### src/rtl/delay_prgrm_tx_if.sv
// Command/serial bundle for the delay-line programming serializer.
// Host side uses the master modport and the serializer uses the slave modport.
interface delay_prgrm_tx_if #(
  parameter int unsigned D_DEPTH = 3
);
  logic               req;
  logic [1:0]         line_sel;
  logic [D_DEPTH-1:0] delay_val;
  logic               abort;
  logic               ack;
  logic               busy;
  logic               done;
  logic               aborted;
  logic               prgrm_go_;
  logic               prgrm_in;

  modport master (
    output req, line_sel, delay_val, abort,
    input  ack, busy, done, aborted, prgrm_go_, prgrm_in
  );

  modport slave (
    input  req, line_sel, delay_val, abort,
    output ack, busy, done, aborted, prgrm_go_, prgrm_in
  );
endinterface

### src/rtl/delay_prgrm_tx.sv
// Host-side serializer for the delay-line programming interface.
// Captures {delay_val, line_sel, write bit} on a req edge and shifts it out
// LSB first while prgrm_go_ is held low, then keeps prgrm_go_ high for a gap
// so the receiver is back in IDLE before the next frame.
// Optional macro PRGRM_ABORT_EN enables cutting a frame short with abort.
module delay_prgrm_tx #(
  parameter int unsigned D_DEPTH = 3,
  parameter int unsigned GAP_CYC = 2
) (
  input logic              clk,
  input logic              rst_,
  delay_prgrm_tx_if.slave  bus
);

  localparam int unsigned FRAME_LEN = 3 + D_DEPTH;
  localparam int unsigned CNT_W = ($clog2(FRAME_LEN) > 3) ? $clog2(FRAME_LEN) : 3;
  localparam int unsigned GAP_W = ($clog2(GAP_CYC) > 1) ? $clog2(GAP_CYC) : 1;
  localparam logic [CNT_W-1:0] LAST_BIT = CNT_W'(FRAME_LEN - 1);
  localparam logic [GAP_W-1:0] GAP_LOAD = GAP_W'(GAP_CYC - 1);

  typedef enum logic [1:0] {
    IDLE = 2'd0,
    SEND = 2'd1,
    GAP  = 2'd2
  } state_t;

  state_t               state;
  logic [FRAME_LEN-1:0] shreg;
  logic [CNT_W-1:0]     bit_cnt;
  logic [GAP_W-1:0]     gap_cnt;

`ifndef PRGRM_ABORT_EN
  logic unused_abort;
  assign unused_abort = bus.abort;
`endif

  // Frame sequencer: capture, shift, end-of-frame gap; all outputs registered.
  // The IDLE cycle after the gap counts as the last prgrm_go_-high cycle, so
  // GAP lasts GAP_CYC-1 cycles and is skipped entirely when GAP_CYC is 1.
  always_ff @(posedge clk) begin
    if (!rst_) begin
      state         <= IDLE;
      shreg         <= '0;
      bit_cnt       <= '0;
      gap_cnt       <= '0;
      bus.prgrm_go_ <= 1'b1;
      bus.prgrm_in  <= 1'b0;
      bus.ack       <= 1'b0;
      bus.done      <= 1'b0;
      bus.aborted   <= 1'b0;
      bus.busy      <= 1'b0;
    end else begin
      bus.ack     <= 1'b0;
      bus.done    <= 1'b0;
      bus.aborted <= 1'b0;
      case (state)
        IDLE: begin
          bus.prgrm_go_ <= 1'b1;
          bus.prgrm_in  <= 1'b0;
          bus.busy      <= 1'b0;
          if (bus.req) begin
            shreg         <= {bus.delay_val, bus.line_sel, 1'b0};
            bus.prgrm_go_ <= 1'b0;
            bus.prgrm_in  <= 1'b0;
            bus.ack       <= 1'b1;
            bus.busy      <= 1'b1;
            bit_cnt       <= '0;
            state         <= SEND;
          end
        end
        SEND: begin
          if (bit_cnt == LAST_BIT) begin
            bus.prgrm_go_ <= 1'b1;
            bus.prgrm_in  <= 1'b0;
            bus.done      <= 1'b1;
            gap_cnt       <= GAP_LOAD;
            if (GAP_CYC > 1) begin
              state <= GAP;
            end else begin
              state    <= IDLE;
              bus.busy <= 1'b0;
            end
          end
`ifdef PRGRM_ABORT_EN
          else if (bus.abort) begin
            bus.prgrm_go_ <= 1'b1;
            bus.prgrm_in  <= 1'b0;
            bus.aborted   <= 1'b1;
            gap_cnt       <= GAP_LOAD;
            if (GAP_CYC > 1) begin
              state <= GAP;
            end else begin
              state    <= IDLE;
              bus.busy <= 1'b0;
            end
          end
`endif
          else begin
            shreg        <= shreg >> 1;
            bus.prgrm_in <= shreg[1];
            bit_cnt      <= bit_cnt + CNT_W'(1);
          end
        end
        GAP: begin
          bus.prgrm_go_ <= 1'b1;
          bus.prgrm_in  <= 1'b0;
          if (gap_cnt == GAP_W'(1)) begin
            state    <= IDLE;
            bus.busy <= 1'b0;
          end else begin
            gap_cnt <= gap_cnt - GAP_W'(1);
          end
        end
        default: begin
          state    <= IDLE;
          bus.busy <= 1'b0;
        end
      endcase
    end
  end

endmodule

### src/flat_wrapper.sv
// flat-port wrapper written by rule: the top's interface ports become plain ports
module delay_prgrm_tx_flat 
#(
  parameter int unsigned D_DEPTH = 3,
  parameter int unsigned GAP_CYC = 2
)
  (clk, rst_, bus_req, bus_line_sel, bus_delay_val, bus_abort, bus_ack, bus_busy, bus_done, bus_aborted, bus_prgrm_go_, bus_prgrm_in);
  delay_prgrm_tx_if #(.D_DEPTH(D_DEPTH)) bus_i ();
  input logic clk;
  input logic rst_;
  input wire logic [$bits(bus_i.req)-1:0] bus_req;
  input wire logic [$bits(bus_i.line_sel)-1:0] bus_line_sel;
  input wire logic [$bits(bus_i.delay_val)-1:0] bus_delay_val;
  input wire logic [$bits(bus_i.abort)-1:0] bus_abort;
  output wire logic [$bits(bus_i.ack)-1:0] bus_ack;
  output wire logic [$bits(bus_i.busy)-1:0] bus_busy;
  output wire logic [$bits(bus_i.done)-1:0] bus_done;
  output wire logic [$bits(bus_i.aborted)-1:0] bus_aborted;
  output wire logic [$bits(bus_i.prgrm_go_)-1:0] bus_prgrm_go_;
  output wire logic [$bits(bus_i.prgrm_in)-1:0] bus_prgrm_in;
  assign bus_i.req = bus_req;
  assign bus_i.line_sel = bus_line_sel;
  assign bus_i.delay_val = bus_delay_val;
  assign bus_i.abort = bus_abort;
  assign bus_ack = bus_i.ack;
  assign bus_busy = bus_i.busy;
  assign bus_done = bus_i.done;
  assign bus_aborted = bus_i.aborted;
  assign bus_prgrm_go_ = bus_i.prgrm_go_;
  assign bus_prgrm_in = bus_i.prgrm_in;
  delay_prgrm_tx #(.D_DEPTH(D_DEPTH), .GAP_CYC(GAP_CYC)) u_core (.clk(clk), .rst_(rst_), .bus(bus_i));
endmodule
### config.mk
export PLATFORM = sky130hd
export DESIGN_NAME = delay_prgrm_tx_flat
export DESIGN_NICKNAME = d
export VERILOG_FILES = /design/src/rtl/delay_prgrm_tx_if.sv /design/src/rtl/delay_prgrm_tx.sv /design/src/flat_wrapper.sv
export SDC_FILE = /design/constraint.sdc
export NUM_CORES = 1
export LEC_CHECK = 0
export ABC_AREA = 1
export BUFFER_PORTS_ARGS = -buffer_cell sky130_fd_sc_hd__buf_2
export CORE_MARGIN = 2
export CORE_UTILIZATION = 55
export CTS_BUF_LIST = sky130_fd_sc_hd__clkbuf_4 sky130_fd_sc_hd__clkbuf_8
export DETAILED_ROUTE_END_ITERATION = 10
export PLACE_DENSITY = 0.77
export SYNTH_ARGS = -nofsm -noshare
export SYNTH_HDL_FRONTEND = slang
export SYNTH_SLANG_ARGS = --single-unit
### constraint.sdc
create_clock -name clk -period 4.2 [get_ports clk]
set_input_delay 0.63 -clock clk [delete_from_list [all_inputs] [get_ports clk]]
set_output_delay 0.63 -clock clk [all_outputs]
set_load 0.01 [all_outputs]
==> flow_metrics.env, run 1 <==
export IMPL_status="finished clean"
export IMPL_drive_gt1_share_pct=14.3
export IMPL_cts_max_path_buffers=2
export IMPL_drt_iter0_markers=12
export IMPL_maxSlewViolCount=0
export IMPL_leakage_nw=0.477
export IMPL_htree_levels=1
export IMPL_die_x_um=43.1
export IMPL_synthDistinctLibCells=17
export IMPL_synth_top_area_share_pct=38.2
export IMPL_cts_inserted_buffers=3
export IMPL_rsz0062_at_grt="no"
export IMPL_holdPathEnd="u_core.bus.prgrm_in"
export IMPL_hp_start="u_core.shreg[1]"
export IMPL_finalWorstPathRequiredPeriod_ns=1.64
export IMPL_tns_ns=0
export IMPL_cts_resized=0
export IMPL_place_inst=145
export IMPL_end_kind="flip-flop"
export IMPL_clk_latency_ns=0.29
export IMPL_largest_reg_flops=5
export IMPL_drc=0
export IMPL_seq_area_frac_synth_pct=38.2
export IMPL_wl_per_cell_um=9.85
export IMPL_ioPinCount=15
export IMPL_synth_nets=138
export IMPL_cts_hold_fix_buffers=0
export IMPL_vdd_drop_max_mv=0.310
export IMPL_rrSetupSlack_ns=2.56
export IMPL_start_kind="flip-flop"
export IMPL_grt_start_max_net_pins=15
export IMPL_fin_nets=151
export IMPL_syn_to_final_growth_pct=10.1
export IMPL_reg2reg_to="u_core.bit_cnt[0]"
export IMPL_yosysWarnings=0
export IMPL_n_fill_cell=136
export IMPL_gp_congestion=0.829
export IMPL_core_mm2=0.00147
export IMPL_synth_compound_area_share_pct=9.09
export IMPL_final_cell_area_um2=925
export IMPL_placed_area_um2=888
export IMPL_synth_xor_area_share_pct=0
export IMPL_ys_ff_latch=16
export IMPL_synthMuxAreaShare_pct=0
export IMPL_min_path_type="reg2reg"
export IMPL_ant_nets=0
export IMPL_antenna_cells=0
export IMPL_die_area_mm2=0.00186
export IMPL_vias=723
export IMPL_clkTransAtPathRegs_ns=0.09
export IMPL_grt_usage_pct=18.0
export IMPL_clock_fmax_mhz=610
export IMPL_holdPathStages=2
export IMPL_layout_setup_ws_ns=2.56
export IMPL_netlist_instances=121
export IMPL_drt_wl_total_mm=1.47
export IMPL_top_register="u_core.shreg"
export IMPL_setup_viol_count_final=0
export IMPL_cp_arrival_ns=1.84
export IMPL_power_density_mw_per_mm2=687
export IMPL_cts_sinks=16
export IMPL_layoutNonFillerInstCount=149
export IMPL_crit_type="reg2reg"
export IMPL_dp_slack_ns=2.58
export IMPL_cts_setup_buffers=0
export IMPL_period_share_pct=39.0
export IMPL_rows=14
export IMPL_critPathMaxFanout=14
export IMPL_start_util_pct=57.1
export IMPL_avgViaCountPerCell=4.85
export IMPL_cap_violations=0
export IMPL_syn_cell_area_um2=840
export IMPL_clockRootBuffer="clkbuf_4"
export IMPL_synth_top_family_by_area="simple AND/OR/NAND/NOR gates"
export IMPL_r2r_start="u_core.state[1]"
export IMPL_hold_viol=0
export IMPL_fin_skew_ns=0.00155
export IMPL_port_buffer_count=12
export IMPL_reg_top3="u_core.shreg: 5 flops, u_core.bit_cnt: 3 flops, u_core.state: 2 flops"
export IMPL_synth_simple_area_share_pct=29.1
export IMPL_cts_tree="done"
export IMPL_synth_area_leaders="dfxtp_1 (38%), nand2_1 (13%), ha_1 (12%)"
export IMPL_avgSynthCellArea_um2=6.94
export IMPL_grt_pass1_vias=630
export IMPL_synth_fa_ha_area_share_pct=11.9
export IMPL_dp_hpwl_mm=1.07
export IMPL_antenna_found_initial=0
export IMPL_critPathRequiredTime_ns=4.40
export IMPL_synth_area_leader_cell="dfxtp_1"
export IMPL_dr_pass1_iters=4
export IMPL_reg2reg_depth=7
export IMPL_grt_pass1_wl_mm=2.47
export IMPL_grt_overflow=0
export IMPL_die_h_um=43.1
## worst max path at each step
| stage | startpoint | endpoint | slack, ns | cells past startpoint |
|---|---|---|---|---|
| floorplan | u_core.state[1] | u_core.shreg[5] | 2.83 | 7 |
| global placement | u_core.state[1] | u_core.bit_cnt[0] | 2.62 | 7 |
| detailed placement | u_core.state[1] | u_core.bit_cnt[0] | 2.58 | 6 |
| CTS | u_core.state[1] | u_core.bit_cnt[0] | 2.58 | 6 |
| global route | u_core.state[1] | u_core.bit_cnt[2] | 2.40 | 8 |
| finish | u_core.state[1] | u_core.bit_cnt[0] | 2.56 | 7 |
## power by group
part / internal, mW / switching, mW
clock network: 0.0529 / 0.0512
logic: 0.107 / 0.190
registers: 0.205 / 0.0289
total: 0.365 / 0.270
## through the flow
stage	hold slack, ns	util, %	total power [mW]
floorplan	0.454	-	0.488
global placement	0.447	60.4	0.520
detailed placement	0.479	60.4	0.532
CTS	0.502	62.8	0.638
global route	0.518	62.8	0.697
finish	0.506	62.8	0.635
## cells in the mapped netlist
library cell / n
nand2_1: 29
nor2_1: 23
dfxtp_1: 16
inv_1: 16
ha_1: 8
a21oi_1: 7
o21ai_0: 7
nand3_1: 4
buf_4: 2
nand4_1: 2
a31oi_1: 1
buf_2: 1
buf_6: 1
conb_1: 1
inv_2: 1
nand2_2: 1
nand3_2: 1
## metal layers
| metal | GRT usage, % | routed length (um) | vias to the layer above | part of all wire (%) |
|---|---|---|---|---|
| li1 | - | - | 393 | - |
| met1 | 23.0 | 720 | 313 | 49 |
| met2 | 27.6 | 667 | 12 | 45 |
| met3 | 2.55 | 38 | 5 | 2.6 |
| met4 | 12.7 | 41 | 0 | 2.8 |
| met5 | 0 | 0 | - | 0 |
## cell type report
class	count	area, um2	share of cell area (%)
Clock buffer	4	36.3	3.92
Inverter	17	63.8	6.90
Multi-Input combinational cell	84	424	45.9
Sequential cell	16	320	34.6
Tap cell	16	20.0	2.17
Timing Repair Buffer	12	60.1	6.50
## critical path, cell delays in order, from the launching register on
cell and delay [ns]:
dfxtp_1 0.36, inv_1 0.11, ha_1 0.30, inv_2 0.16, nand2_2 0.10, nand3_2 0.23, o21ai_0 0.23, nor2_1 0.05
## cell families after synthesis
kind of cell,count (synthesis)
buffers and inverters,21
adder cells (fa/ha/maj),8
AND/OR/NAND/NOR,60
AO/OA/AOI/OAI,15
flip-flops,16
other,1
## placed cells by master, fill, tap and decap left out
master	netlist	final
buf_2	1	12
inv_1	16	16
a31oi_1	1	1
clkbuf_8	0	1
nand3_2	1	1
nand2_1	29	29
nor2_1	23	23
a21oi_1	7	7
conb_1	1	1
o21ai_0	7	7
inv_2	1	1
clkbuf_4	0	3
nand4_1	2	2
nand3_1	4	4
ha_1	8	8
dfxtp_1	16	16
nand2_2	1	1
Power figures use the tool's default switching activity.
==> inputs of run 2 (changes only) <==
- ABC_AREA: 1 -> 0
- CORE_UTILIZATION: 55 -> 51
- PLACE_DENSITY: 0.77 -> 0.75
- clock period: 4.2 -> 1.4 ns (I/O delays scaled with it)
==> run 2 against run 1 <==
  * The run now ends with negative setup slack left
  * Clock-buffer cell count is the same
  * Largest power group unchanged
  * Global-route usage grew 1.5 points
  * Utilization grew 12 points
  * Clock skew grew 0.0027 ns
  * Wire length grew 21%
  * Worst setup slack lost 2.6 ns
  * Combinational power grew 140%
  * Critical path type unchanged
  * Highest routed layer unchanged
==> flow_metrics.env, run 2 <==
export IMPL_synth_top_area_share_pct=37.1
export IMPL_critPathMaxFanout=4
export IMPL_finalWorstPathRequiredPeriod_ns=1.46
export IMPL_fin_hold_ws_ns=0.176
export IMPL_crit_slowest_cell="or4b_1"
export IMPL_violations="negative setup slack"
export IMPL_antenna_found_initial=0
export IMPL_ioPinCount=15
export IMPL_grt_start_max_net_pins=12
export IMPL_ant_nets=0
export IMPL_antenna_cells=0
export IMPL_htree_levels=1
export IMPL_status="complete, but fails checks"
export IMPL_critPathRequiredTime_ns=1.62
export IMPL_leakage_nw=0.511
export IMPL_drt_wl_total_mm=1.78
export IMPL_final_common_cell="buf_4"
export IMPL_synth_area_leaders="dfxtp_1 (37%), ha_1 (12%), mux2i_1 (8.1%)"
export IMPL_synthTopCellsByCount="dfxtp_1 (16), a21oi_1 (9), ha_1 (8), nand2_1 (8), mux2i_1 (7)"
export IMPL_async_flop_share_pct=0
export IMPL_vias=760
export IMPL_port_buffer_count=12
export IMPL_dr_pass1_iters=4
export IMPL_clk_latency_ns=0.29
export IMPL_synth_ff_type="dfxtp_1"
export IMPL_crit_type="reg2reg"
export IMPL_placed_area_mm2=0.00103
export IMPL_start_util_pct=56.0
export IMPL_largest_reg_flops=5
export IMPL_max_stage_delay_ns=0.50
export IMPL_cts_sinks=16
export IMPL_yosysMostFrequentCell="dfxtp_1"
export IMPL_maxSlewViolCount=0
export IMPL_cts_max_path_buffers=2
export IMPL_grt_usage_pct=19.5
export IMPL_grt_overflow=0
export IMPL_clockRootBuffer="clkbuf_4"
export IMPL_fin_skew_ns=0.00428
export IMPL_place_inst=127
export IMPL_syn_to_final_growth_pct=33.9
export IMPL_end_kind="flip-flop"
export IMPL_gp_congestion=0.781
export IMPL_top_register="u_core.shreg"
export IMPL_avgSynthCellArea_um2=9.59
export IMPL_r2r_start="u_core.state[0]"
export IMPL_grt_pass1_wl_mm=2.77
export IMPL_syn_cell_area_um2=863
export IMPL_start_kind="flip-flop"
export IMPL_synth_edff_count=0
export IMPL_rsz0062_at_grt="yes"
export IMPL_min_path_type="in2reg"
export IMPL_core_mm2=0.00154
export IMPL_period_share_pct=104
export IMPL_cts_tree="done"
export IMPL_drive_gt1_share_pct=45.4
export IMPL_drt_iter0_markers=20
export IMPL_ys_ff_latch=16
export IMPL_fin_nets=137
export IMPL_drc=0
export IMPL_final_cell_area_mm2=0.00116
export IMPL_hold_viol=0
export IMPL_cap_violations=0
export IMPL_yosysWarnings=0
export IMPL_rrSetupSlack_ns=-0.06
export IMPL_netlist_instances=90
export IMPL_layoutNonFillerInstCount=135
export IMPL_cp_cell_sequence="inv_4 > ha_4 > nor2b_4 > or4b_1 > a31oi_1"
export IMPL_final_cell_mix="buf_4 (17), dfxtp_1 (14), buf_2 (12), nand2_1 (8), mux2i_1 (7)"
export IMPL_p_total_mw=1.62
export IMPL_seq_area_frac_synth_pct=37.1
export IMPL_avgViaCountPerCell=5.63
export IMPL_dp_slack_ns=-0.0599
export IMPL_synthDistinctLibCells=31
export IMPL_die_h_um=45.1
export IMPL_die_area_mm2=0.00204
export IMPL_cts_inserted_buffers=3
export IMPL_cts_hold_fix_buffers=0
export IMPL_synth_area_leader_cell="dfxtp_1"
export IMPL_cp_arrival_ns=1.68
export IMPL_setup_viol_count_final=1
export IMPL_wl_per_cell_um=13.2
export IMPL_rows=14
export IMPL_die_x_um=45.1
export IMPL_reg_top3="u_core.shreg: 5 flops, u_core.bit_cnt: 3 flops, u_core.state: 2 flops"
export IMPL_crit_start="u_core.state[0]"
export IMPL_synth_nets=107
export IMPL_fin_util_pct=75.0
export IMPL_hp_start="bus_delay_val[2]"
export IMPL_vdd_drop_max_mv=0.786
export IMPL_clock_fmax_mhz=685
export IMPL_tns_ns=-0.0603
export IMPL_clkTransAtPathRegs_ns=0.09
export IMPL_power_density_mw_per_mm2=1400
export IMPL_layout_setup_ws_ns=-0.0603
export IMPL_dp_hpwl_mm=1.31
export IMPL_grt_pass1_vias=645
[run 2: changes by cell type in the layout (fill, tap and decap cells not counted), moves of 3 or more]
cell      change
nor2_1       -20
mux2i_1       +7
o21ai_0       -5
nand3_1       -3
a21oi_2       +3
nand2_1      -21
buf_4        +17
inv_1        -13
a211oi_2      +4
[run 2: repair_timing]
action,4_1_cts,5_1_grt
pin swaps,1,2
endpoints found under the hold margin,0,0
gates resized for setup,3,11
setup buffers,4,0
endpoints found under the setup margin,5,10
[run 2: path summary, 6_finish.rpt]
path	cells past startpoint	endpoint
worst max register to register	5	u_core.bit_cnt[0]
worst min register to register	2	u_core.bus.busy
worst min-delay path	3	u_core.shreg[5]
worst max-delay path	5	u_core.bit_cnt[0]
[run 2: layout make-up]
type                            instances  area, um2
Clock buffer                            4       36.3
Fill cell                             118        385
Inverter                                5       23.8
Multi-Input combinational cell         64        552
Sequential cell                        16        325
Tap cell                               16       20.0
Timing Repair Buffer                   30        199
[run 2: power by group]
group	internal [mW]	switching (mW)
Combinational	0.391	0.322
Clock	0.159	0.151
Sequential	0.533	0.0596
Total	1.08	0.533
[run 2: cells by family (layout without fill, tap and decap cells)]
logic type	count (synthesis)	in the layout	synth area share (%)
simple gates	25	25	16.5
other cells	1	1	0.434
buf+inv	10	39	5.80
fa+ha+maj	8	8	11.6
compound gates	22	22	18.7
flops	16	16	37.1
mux	8	8	9.85
[run 2: per-layer routing]
layer	part of all wire [%]	track usage [%]
met2	51	31.7
met3	3.3	4.80
met5	0	0
met1	44	23.5
met4	1.9	10.6
[run 2: critical path, delay by kind of cell, from the launching register on]
family / cells / cell delay, ns
buffers and inverters: 1 / 0.05
flip-flops: 1 / 0.40
AND/OR/NAND/NOR: 2 / 0.62
AO/OA/AOI/OAI: 1 / 0.15
adder cells (fa/ha/maj): 1 / 0.16
==> inputs of run 3 (changes only) <==
--- a/config.mk
+++ b/config.mk
@@ -11,4 +11,5 @@
 export CORE_UTILIZATION = 51
 export CTS_BUF_LIST = sky130_fd_sc_hd__clkbuf_4 sky130_fd_sc_hd__clkbuf_8
+export CTS_CLUSTER_SIZE = 40
 export DETAILED_ROUTE_END_ITERATION = 10
 export PLACE_DENSITY = 0.75
==> constraint.sdc (replaced) <==
create_clock -name clk -period 1.4 [get_ports clk]
set_input_delay 0.14 -clock clk [delete_from_list [all_inputs] [get_ports clk]]
set_output_delay 0.14 -clock clk [all_outputs]
set_load 0.01 [all_outputs]
==> run 3 against run 2 <==
  * The flow still finishes with violations (negative setup slack)
  * Combinational power decreased by 7.6%
  * Clock skew about the same
  * Sequential share of layout area increased by 0.88 points
  * Critical path depth unchanged
  * Worst hold slack lost 0.071 ns
  * Design area decreased by 3.0%
  * Global-route usage up 1.2 points
  * Sequential power is 2% lower
  * Critical path type unchanged
==> flow_metrics.env, run 3 (synthesized netlist as in run 2, its figures left out) <==
export IMPL_status="complete, but fails checks"
export IMPL_violations="negative setup slack"
export IMPL_final_cell_mix="buf_4 (15), dfxtp_1 (14), buf_2 (12), a21oi_1 (8)"
export IMPL_core_mm2=0.00154
export IMPL_cap_violations=0
export IMPL_cp_arrival_ns=1.65
export IMPL_cts_tree="done"
export IMPL_final_common_cell="buf_4"
export IMPL_fin_hold_ws_ns=0.105
export IMPL_crit_slowest_cell="or4b_1"
export IMPL_critPathMaxFanout=3
export IMPL_die_area_mm2=0.00204
export IMPL_rows=14
export IMPL_syn_to_final_growth_pct=29.9
export IMPL_clk_latency_ns=0.29
export IMPL_hold_viol=0
export IMPL_avgViaCountPerCell=5.67
export IMPL_ant_nets=0
export IMPL_vdd_drop_max_mv=0.986
export IMPL_drt_iter0_markers=19
export IMPL_dr_pass1_iters=4
export IMPL_clockRootBuffer="clkbuf_4"
export IMPL_drive_gt1_share_pct=43.1
export IMPL_finalWorstPathRequiredPeriod_ns=1.42
export IMPL_cts_max_path_buffers=2
export IMPL_ioPinCount=15
export IMPL_setup_viol_count_final=2
export IMPL_max_stage_delay_ns=0.49
export IMPL_dp_hpwl_mm=1.37
export IMPL_layoutNonFillerInstCount=132
export IMPL_cp_cell_sequence="inv_4 > ha_4 > nor2b_4 > or4b_1 > a31oi_1"
export IMPL_start_kind="flip-flop"
export IMPL_hp_start="bus_delay_val[2]"
export IMPL_fin_util_pct=72.7
export IMPL_maxSlewViolCount=0
export IMPL_crit_start="u_core.state[0]"
export IMPL_power_density_mw_per_mm2=1380
export IMPL_gp_congestion=0.763
export IMPL_grt_usage_pct=20.7
export IMPL_critPathRequiredTime_ns=1.63
export IMPL_largest_reg_flops=5
export IMPL_drc=0
export IMPL_crit_type="reg2reg"
export IMPL_end_kind="flip-flop"
export IMPL_cts_hold_fix_buffers=0
export IMPL_dp_slack_ns=-0.0398
export IMPL_grt_overflow=0
export IMPL_r2r_start="u_core.state[0]"
export IMPL_die_h_um=45.1
export IMPL_port_buffer_count=12
export IMPL_htree_levels=1
export IMPL_fin_nets=134
export IMPL_die_x_um=45.1
export IMPL_fin_skew_ns=0.00464
export IMPL_grt_start_max_net_pins=12
export IMPL_reg_top3="u_core.shreg: 5 flops, u_core.bit_cnt: 3 flops, u_core.state: 2 flops"
export IMPL_clock_fmax_mhz=704
export IMPL_start_util_pct=56.0
export IMPL_place_inst=126
export IMPL_vias=748
export IMPL_leakage_nw=0.495
export IMPL_layout_setup_ws_ns=-0.0202
export IMPL_final_cell_area_mm2=0.00112
export IMPL_antenna_cells=0
export IMPL_min_path_type="in2reg"
export IMPL_tns_ns=-0.0343
export IMPL_grt_pass1_wl_mm=2.99
export IMPL_rsz0062_at_grt="yes"
export IMPL_grt_pass1_vias=695
export IMPL_period_share_pct=101
export IMPL_drt_wl_total_mm=1.93
export IMPL_wl_per_cell_um=14.6
export IMPL_antenna_found_initial=0
export IMPL_top_register="u_core.shreg"
export IMPL_p_total_mw=1.55
export IMPL_cts_inserted_buffers=3
export IMPL_cts_sinks=16
export IMPL_placed_area_mm2=0.00103
export IMPL_clkTransAtPathRegs_ns=0.09
==> run 3: layout make-up <==
cell class	count	area [um2]
clock buffers	4	36.3
fillers	113	420
inverters	5	23.8
multi-input cells	64	543
flip-flops and latches	16	325
well taps	16	20.0
repair buffers	27	173
==> run 3: report_power, final <==
group	internal (mW)	switching, mW	total, mW
Combinational	0.341	0.318	0.659
Sequential	0.532	0.0477	0.580
Clock	0.159	0.150	0.309
==> run 3: timing repair <==
action                                  CTS  global route
buffers inserted                          0             2
pin swaps                                 0             1
resized for setup                         5             6
cloned                                    0             0
endpoints found under the setup margin    3             9
==> run 3: worst paths after layout <==
| kind | endpoint | slack [ns] | depth (start not counted) |
|---|---|---|---|
| setup / recovery | u_core.bit_cnt[0] | -0.02 | 5 |
| hold / removal | u_core.shreg[5] | 0.11 | 3 |
| setup reg to reg | u_core.bit_cnt[0] | -0.02 | 5 |
| hold reg to reg | u_core.shreg[5] | 0.48 | 2 |
==> run 3: worst max-delay path, delay by kind of cell, from the launching register on <==
family / cells / cell delay, ns
AND/OR/NAND/NOR: 2 / 0.61
flip-flops: 1 / 0.39
adder cells (fa/ha/maj): 1 / 0.16
AO/OA/AOI/OAI: 1 / 0.14
buffers and inverters: 1 / 0.05
==> run 3: layer usage <==
metal / vias up / global-route usage [%] / wire length (um)
li1: 371 / - / -
met1: 351 / 23.2 / 744
met2: 22 / 38.0 / 1080
met3: 4 / 3.60 / 77
met4: 0 / 8.82 / 26
met5: - / 0 / 0
